--- src/rtl/hdlc_tx_pkg.sv ---
// Shared types and constants for the HDLC transmit frame loader.
// The optional frame counter is enabled by defining HDLC_TX_FRMCNT_EN.
package hdlc_tx_pkg;

    typedef enum logic [2:0] {
        IDLE  = 3'd0,
        ARM   = 3'd1,
        START = 3'd2,
        SEND  = 3'd3,
        DONE  = 3'd4
    } tx_state_e;

    localparam int unsigned MAX_LEN = 512;
    localparam int unsigned IRQ_W   = 8;

    // Bit positions inside the sticky error vector.
    localparam int ERR_BUSY = 0;
    localparam int ERR_LEN  = 1;
    localparam int ERR_TO   = 2;

    // A frame may be launched only with 1..MAX_LEN bytes.
    function automatic logic len_valid(input logic [9:0] len);
        return (len != 10'd0) && (len <= 10'(MAX_LEN));
    endfunction

endpackage

--- src/rtl/hdlc_tx_frame_ram.sv ---
// 512x8 frame buffer: word-wide writes land as two bytes (even = low byte,
// odd = high byte) in one cycle; byte-wide reads with one cycle of latency.
// Split into two 256x8 banks so each bank sees at most one write per cycle.
module hdlc_tx_frame_ram (
    input  logic        clk_i,
    input  logic        rst_n_i,
    input  logic        we_i,
    input  logic [7:0]  waddr_i,
    input  logic [15:0] wdata_i,
    input  logic        re_i,
    input  logic [8:0]  raddr_i,
    output logic [7:0]  rdata_o
);

    logic [7:0] mem_lo [256];
    logic [7:0] mem_hi [256];
    logic [7:0] rdata_q;

    // Word write: low byte to the even bank, high byte to the odd bank.
    always_ff @(posedge clk_i) begin
        if (we_i) begin
            mem_lo[waddr_i] <= wdata_i[7:0];
            mem_hi[waddr_i] <= wdata_i[15:8];
        end
    end

    // Registered byte read; the output register resets so ramd is 0 out of reset.
    always_ff @(posedge clk_i or negedge rst_n_i) begin
        if (!rst_n_i) begin
            rdata_q <= 8'h00;
        end else if (re_i) begin
            rdata_q <= raddr_i[0] ? mem_hi[raddr_i[8:1]] : mem_lo[raddr_i[8:1]];
        end
    end

    assign rdata_o = rdata_q;

endmodule

--- src/rtl/hdlc_tx_frame_loader.sv ---
// EMIF-side transmit frame loader: buffers a frame written by the DSP,
// launches the HDLC transmitter on GO and serves bytes on tx_rd requests.
// Define HDLC_TX_FRMCNT_EN to build the completed-frame counter (frm_cnt);
// without it frm_cnt is tied to zero.
//
// Transmitter byte handshake: tx_rd is a one-cycle request; the requested
// byte appears on ramd exactly one cycle later and stays until the next
// request. Requests past the end of the frame return 8'h00.
module hdlc_tx_frame_loader
    import hdlc_tx_pkg::*;
#(
    parameter logic [23:0] BUF_BASE = 24'h000000,
    parameter logic [23:0] REG_LEN  = 24'h000100,
    parameter logic [23:0] REG_GO   = 24'h000101,
    parameter logic [23:0] TIMEOUT  = 24'd8000000
) (
    input  logic        clk_100m,
    input  logic        rst_n,
    input  logic        wr_en,
    input  logic [23:0] wr_addr,
    input  logic [15:0] wr_data,
    input  logic        tx_rd,
    input  logic        tx_done,
    output logic        trastart_flag,
    output logic [9:0]  db,
    output logic [7:0]  ramd,
    output logic        busy,
    output logic        irq,
    output logic [2:0]  err,
    output logic [15:0] frm_cnt,
    output tx_state_e   dbg_state_o
);

    tx_state_e   state_q, state_d;
    logic [9:0]  len_q, len_d;
    logic [9:0]  db_q, db_d;
    logic [9:0]  rd_ptr_q, rd_ptr_d;
    logic        zero_q, zero_d;
    logic [23:0] to_cnt_q, to_cnt_d;
    logic [3:0]  irq_cnt_q, irq_cnt_d;
    logic [2:0]  err_q, err_d;

    logic [23:0] buf_off;
    logic        buf_hit, len_hit, go_hit;
    logic        go_req, clr_req, go_ok;
    logic        in_frame;
    logic        done_ev, to_hit, rd_ev, rd_in_range;
    logic        ram_we, ram_re;
    logic [8:0]  ram_raddr;
    logic [7:0]  ram_rdata;

    // Address decode; subtraction wraps addresses below BUF_BASE out of range.
    assign buf_off     = wr_addr - BUF_BASE;
    assign buf_hit     = wr_en && (buf_off < 24'd256);
    assign len_hit     = wr_en && (wr_addr == REG_LEN);
    assign go_hit      = wr_en && (wr_addr == REG_GO);
    assign go_req      = go_hit && wr_data[0];
    assign clr_req     = go_hit && wr_data[1];
    assign in_frame    = (state_q != IDLE);
    assign go_ok       = go_req && !in_frame && len_valid(len_q);

    // SEND-state events: tx_done beats the timeout, both beat a byte request.
    assign done_ev     = (state_q == SEND) && tx_done;
    assign to_hit      = (state_q == SEND) && !tx_done && (to_cnt_q == TIMEOUT - 24'd1);
    assign rd_ev       = (state_q == SEND) && tx_rd && !tx_done && !to_hit;
    assign rd_in_range = (rd_ptr_q < len_q);

    // FSM state register.
    always_ff @(posedge clk_100m or negedge rst_n) begin
        if (!rst_n) state_q <= IDLE;
        else        state_q <= state_d;
    end

    // FSM next-state logic.
    always_comb begin
        state_d = state_q;
        unique case (state_q)
            IDLE:    if (go_ok) state_d = ARM;
            ARM:     state_d = START;
            START:   state_d = SEND;
            SEND:    if (done_ev || to_hit) state_d = DONE;
            DONE:    state_d = IDLE;
            default: state_d = IDLE;
        endcase
    end

    // FSM outputs decoded from the current state.
    always_comb begin
        trastart_flag = (state_q == START);
        busy          = in_frame;
        dbg_state_o   = state_q;
    end

    // Datapath next-state: registers, buffer access, pointers, errors, irq.
    always_comb begin
        len_d     = len_q;
        db_d      = db_q;
        rd_ptr_d  = rd_ptr_q;
        zero_d    = zero_q;
        to_cnt_d  = to_cnt_q;
        irq_cnt_d = irq_cnt_q;
        err_d     = err_q;
        ram_we    = buf_hit && !in_frame;
        ram_re    = 1'b0;
        ram_raddr = 9'd0;

        if (len_hit && !in_frame) len_d = wr_data[9:0];
        if (go_ok)                db_d  = len_q;

        // Clear first, then any new error from this cycle.
        if (clr_req) err_d = 3'b000;
        if ((buf_hit || len_hit || go_req) && in_frame) err_d[ERR_BUSY] = 1'b1;
        if (go_req && !in_frame && !len_valid(len_q))   err_d[ERR_LEN]  = 1'b1;
        if (to_hit)                                     err_d[ERR_TO]   = 1'b1;

        case (state_q)
            ARM: begin
                ram_re = 1'b1;
                zero_d = 1'b0;
            end
            START: begin
                rd_ptr_d = 10'd1;
                to_cnt_d = 24'd0;
            end
            SEND: begin
                to_cnt_d = to_cnt_q + 24'd1;
                if (rd_ev) begin
                    if (rd_in_range) begin
                        ram_re    = 1'b1;
                        ram_raddr = rd_ptr_q[8:0];
                        rd_ptr_d  = rd_ptr_q + 10'd1;
                    end else begin
                        zero_d = 1'b1;
                    end
                end
            end
            default: ;
        endcase

        // The completion pulse runs on its own, independent of later launches.
        if (done_ev || to_hit)      irq_cnt_d = 4'(IRQ_W);
        else if (irq_cnt_q != 4'd0) irq_cnt_d = irq_cnt_q - 4'd1;
    end

    // Datapath registers.
    always_ff @(posedge clk_100m or negedge rst_n) begin
        if (!rst_n) begin
            len_q     <= 10'd0;
            db_q      <= 10'd0;
            rd_ptr_q  <= 10'd0;
            zero_q    <= 1'b0;
            to_cnt_q  <= 24'd0;
            irq_cnt_q <= 4'd0;
            err_q     <= 3'b000;
        end else begin
            len_q     <= len_d;
            db_q      <= db_d;
            rd_ptr_q  <= rd_ptr_d;
            zero_q    <= zero_d;
            to_cnt_q  <= to_cnt_d;
            irq_cnt_q <= irq_cnt_d;
            err_q     <= err_d;
        end
    end

`ifdef HDLC_TX_FRMCNT_EN
    logic [15:0] frm_q, frm_d;

    // Completed-frame counter: clear first, then count a tx_done completion.
    always_comb begin
        frm_d = frm_q;
        if (clr_req) frm_d = 16'h0000;
        if (done_ev) frm_d = frm_d + 16'h0001;
    end

    // Frame counter register.
    always_ff @(posedge clk_100m or negedge rst_n) begin
        if (!rst_n) frm_q <= 16'h0000;
        else        frm_q <= frm_d;
    end

    assign frm_cnt = frm_q;
`else
    assign frm_cnt = 16'h0000;
`endif

    hdlc_tx_frame_ram u_ram (
        .clk_i   (clk_100m),
        .rst_n_i (rst_n),
        .we_i    (ram_we),
        .waddr_i (buf_off[7:0]),
        .wdata_i (wr_data),
        .re_i    (ram_re),
        .raddr_i (ram_raddr),
        .rdata_o (ram_rdata)
    );

    assign db   = db_q;
    assign ramd = zero_q ? 8'h00 : ram_rdata;
    assign irq  = (irq_cnt_q != 4'd0);
    assign err  = err_q;

endmodule

--- config.mk ---
export PLATFORM = sky130hd
export DESIGN_NAME = hdlc_tx_frame_loader
export DESIGN_NICKNAME = d
export VERILOG_FILES = /design/src/rtl/hdlc_tx_pkg.sv /design/src/rtl/hdlc_tx_frame_ram.sv /design/src/rtl/hdlc_tx_frame_loader.sv
export SDC_FILE = /design/constraint.sdc
export NUM_CORES = 2
export LEC_CHECK = 0
export BUFFER_PORTS_ARGS = -buffer_cell sky130_fd_sc_hd__buf_2
export CORE_ASPECT_RATIO = 0.7
export CORE_UTILIZATION = 37
export CTS_CLUSTER_SIZE = 20
export DETAILED_ROUTE_END_ITERATION = 8
export PLACE_DENSITY = 0.54
export SLEW_MARGIN = 20
export SYNTH_ARGS = -nofsm -noshare
export SYNTH_HDL_FRONTEND = slang
export SYNTH_HIERARCHICAL = 1
export SYNTH_SLANG_ARGS = --single-unit
export TNS_END_PERCENT = 10
--- constraint.sdc ---
create_clock -name clk_100m -period 5.02 [get_ports clk_100m]
set_input_delay 1.255 -clock clk_100m [delete_from_list [all_inputs] [get_ports clk_100m]]
set_output_delay 1.255 -clock clk_100m [all_outputs]
set_load 0.05 [all_outputs]
==> results.yml <==
pwr:
  leakagePower_nw: 60.0
  p_sw_share_pct: 21.2
  vdd_ir_drop_max_v: 0.000323
  clockPowerShare_pct: 42.6
  internal_power_w: 0.0552
  switchingPower_w: 0.0148
  pwr-share-seq_pct: 54.8
  power_density_nw_per_um2: 365
  combPwrFrac_pct: 2.6
drt:
  routed_wl_um: 504000
  drc_errors: 0
  first_iter_violations: 14100
  viasPerCell: 5.78
  first_pass_iters: 6
  wire_per_inst_um: 33.6
  vias: 86700
  antenna_left: 0
yosys:
  synth_top_area_share_pct: 76.2
  synth_xor_area_share_pct: 0.0217
  synthCells: 7530
  synth_ff_type: "edfxtp_1"
  synth_most_common_cell: "edfxtp_1"
  synthMuxAreaShare_pct: 15.3
  async_flop_share_pct: 1.75
  synth-compound-area-share_pct: 2.92
  synth_seq_cells: 4169
  synth_top_family_by_area: "multiplexers"
  syn_area_per_cell_um2: 21.4
  synth_area_leaders: "edfxtp_1 76%, mux4_2 13%, mux2i_1 2.0%, dfrtp_1 1.1%, nor2_1 0.77%"
  ys_warn_count: 6
  synth.cell_area_um2: 161000
  synth_top_cell_by_area: "edfxtp_1"
  yosys.cell_types.count: 88
  yosys.area_share.simple_pct: 2.63
  synth_edf_count: 4096
  synthAdderAreaFrac_pct: 0.101
  seq_area_frac_synth_pct: 77.4
  ys_top_cells_by_count: "4096 x edfxtp_1, 938 x mux4_2, 329 x nor2_1, 318 x mux2i_1, 198 x nand2_1"
clock_tree:
  postCtsHoldBufs: 0
  ctsLongestPathBuffers: 4
  clk_pin_slew_worst_paths_ns: 0.06
  root_buffer: "clkbuf_16"
  cts_sinks: 4169
  cts_tree: "yes"
  cts_made_buffers: 394
  htree_levels: 5
  insertion_delay_ns: 0.97
final_layout:
  fillers: 36700
  final_cell_count_no_fill: 15000
  area_growth_pct: 19.1
  nNetsFinal: 8905
  drive_gt1_share_pct: 34.3
  fin_area_um2: 192000
timing:
  tns_ns: 0
  slew_headroom_pct: 8.52
  post-route-min-period_ns: 4.98
  fmax_mhz: 201
  hold_viol_final: 0
  finalSetupViolCount: 0
  worst_pin_slew_ns: 1.37
  fin_skew_ns: 0.0781
  drv_slew: 0
  rsz0062_at_grt: "true"
  finalCritPeriodShare_pct: 99.2
  fin_ws_ns: 0.0377
worst_setup_path:
  cp_max_fo: 17
  cp.arrival_ns: 5.81
  crit_family: "compound AO/OA/AOI/OAI gates"
  worst_path_largest_cell_delay_ns: 0.71
  worstSetupStartpointType: "flip-flop"
  r2r-start: "len_q[9]"
  critPathLaunch: "len_q[9]"
  slowest_stage: "a221oi_1"
  critPathBufInv: 6
  cp-end-kind: "flip-flop"
  crit_chain: "inv_1 > ha_1 > nand3_1 > o41ai_4 > nor3_2 > buf_4 > and2_4 > buf_12 > buf_4 > nor2b_2 > buf_4 > buf_4 > a22oi_1 > a31oi_1 > o21ai_0 > a221oi_1 > or4_1 > o311ai_1"
  crit_path_frequent_cell: "buf_4"
  path_class: "flip-flop to flip-flop"
  cp.required_ns: 5.84
floorplan:
  die_x_um: 791
  rows: 202
  coreArea_um2: 433000
  dieArea_um2: 439000
  io_pins: 88
  start_util_pct: 37.2
  die_h_um: 554
grt:
  grt_first_pass_wirelength_um: 696000
  grtUsageTotal_pct: 22.6
  antenna_found_initial: 52
  grt_max_degree: 157
  grt_pass1_vias: 84100
  grt_overflow: 0
status:
  outcome: "completed"
placed_design:
  hpwlAfterDp_um: 330000
  dp.cells: 14300
  place_area_um2: 179000
  port_buffers: 71
  gp_congestion: 0.889
  post-place-ws_ns: -0.980
run:
  drv_cap: 0
worst_hold_path:
  hp-class: "input port to asynchronous set/reset pin"
==> state kept, by name (all words and copies together) (netlist names) <==
signal and count:
to_cnt_q 24, dbg_state_o 3, len_q 10, u_ram/mem_hi 2048, zero_q 1, u_ram/mem_lo 2048
db 10, u_ram/rdata_o 8, err 3, irq_cnt_q 4, rd_ptr_q 10
==> power by group through the flow <==
| stage | clock [W] | combinational (W) | sequential (W) |
|---|---|---|---|
| 2_1_floorplan | 0 | 0.000534 | 0.0391 |
| 3_3_place_gp | 0 | 0.00176 | 0.0391 |
| 3_5_place_dp | 0 | 0.00182 | 0.0391 |
| 4_1_cts | 0.0303 | 0.00183 | 0.0384 |
| 5_1_grt | 0.0316 | 0.00191 | 0.0383 |
| 6_report | 0.0299 | 0.00184 | 0.0384 |
==> cell families (layout without fill, tap and decap cells) <==
family          Yosys count  count (layout)
fa+ha+maj                13              13
mux                    1288            1288
simple gates            902             902
xor+xnor                  4               4
flops                  4169            4169
compound gates          682             682
other cells               1              30
buf+inv                 471            2097
==> routing by layer <==
metal	vias to the layer above	wire (um)	GRT usage, %	share of wire [%]
met5	-	106	0	0.021
li1	34400	-	-	-
met3	652	64300	6.38	13
met4	16	12800	5.42	2.5
met2	5052	208000	31.0	41
met1	46700	219000	35.4	43
==> timing repair <==
action                                  4_1_cts  5_1_grt
gates cloned                                  0        0
buffers inserted                              0        0
pin swaps                                     1        1
resized for setup                            25       19
endpoints found under the setup margin        6        7
==> per-stage QoR <==
stage               hold WS, ns  total power, W  util, %
floorplan                 0.445          0.0396        -
global placement          0.464          0.0409     41.4
detailed placement        0.473          0.0409     41.4
finish                    0.358          0.0701     44.4
global route              0.357          0.0718     44.4
CTS                       0.312          0.0705     44.3
==> path summary, 6_finish.rpt <==
kind / end / slack, ns / depth (start not counted)
worst max-delay path: u_ram/rdata_o[5] / 0.04 / 18
worst min-delay path: db[1] / 0.36 / 1
worst max register to register: u_ram/rdata_o[5] / 0.04 / 18
worst min register to register: to_cnt_q[21] / 0.48 / 1
max in group asynchronous: to_cnt_q[4] / 3.72 / 2
min in group clk_100m: to_cnt_q[21] / 0.48 / 1
==> area by class of cell <==
cell class,count,area [um2],share of cell area (%)
diodes,14,35.0,0.0182
inverters,31,125,0.0651
clock inverters,247,2310,1.20
flip-flops and latches,4169,125000,65.0
repair buffers,1346,12600,6.54
clock buffers,473,10400,5.39
multi-input cells,2905,34700,18.0
well taps,5814,7270,3.79
==> placed cells by master, fill, tap and decap left out, types with 85 or more instances in the layout <==
cell,netlist,final
a22oi_1,153,152
buf_4,83,1077
nor2_1,329,165
nand3_1,93,87
clkbuf_16,0,400
a21oi_1,115,112
o22ai_1,115,115
buf_12,0,195
nor2_2,0,163
clkinv_1,1,85
clkinv_2,0,87
edfxtp_1,4096,4096
mux2i_1,318,316
mux4_2,938,938
nand2_1,198,184
==> worst reg2reg max path, cell delays in order (launching register included) <==
cell and delay [ns]:
dfrtp_1 0.37, inv_1 0.09, ha_1 0.32, nand3_1 0.17
o41ai_4 0.55, nor3_2 0.12, buf_4 0.18, and2_4 0.23
buf_12 0.20, buf_4 0.21, nor2b_2 0.38, buf_4 0.29
buf_4 0.16, a22oi_1 0.09, a31oi_1 0.27, o21ai_0 0.24
a221oi_1 0.71, or4_1 0.23, o311ai_1 0.09
Note: power is estimated with default switching activity, not from simulation.
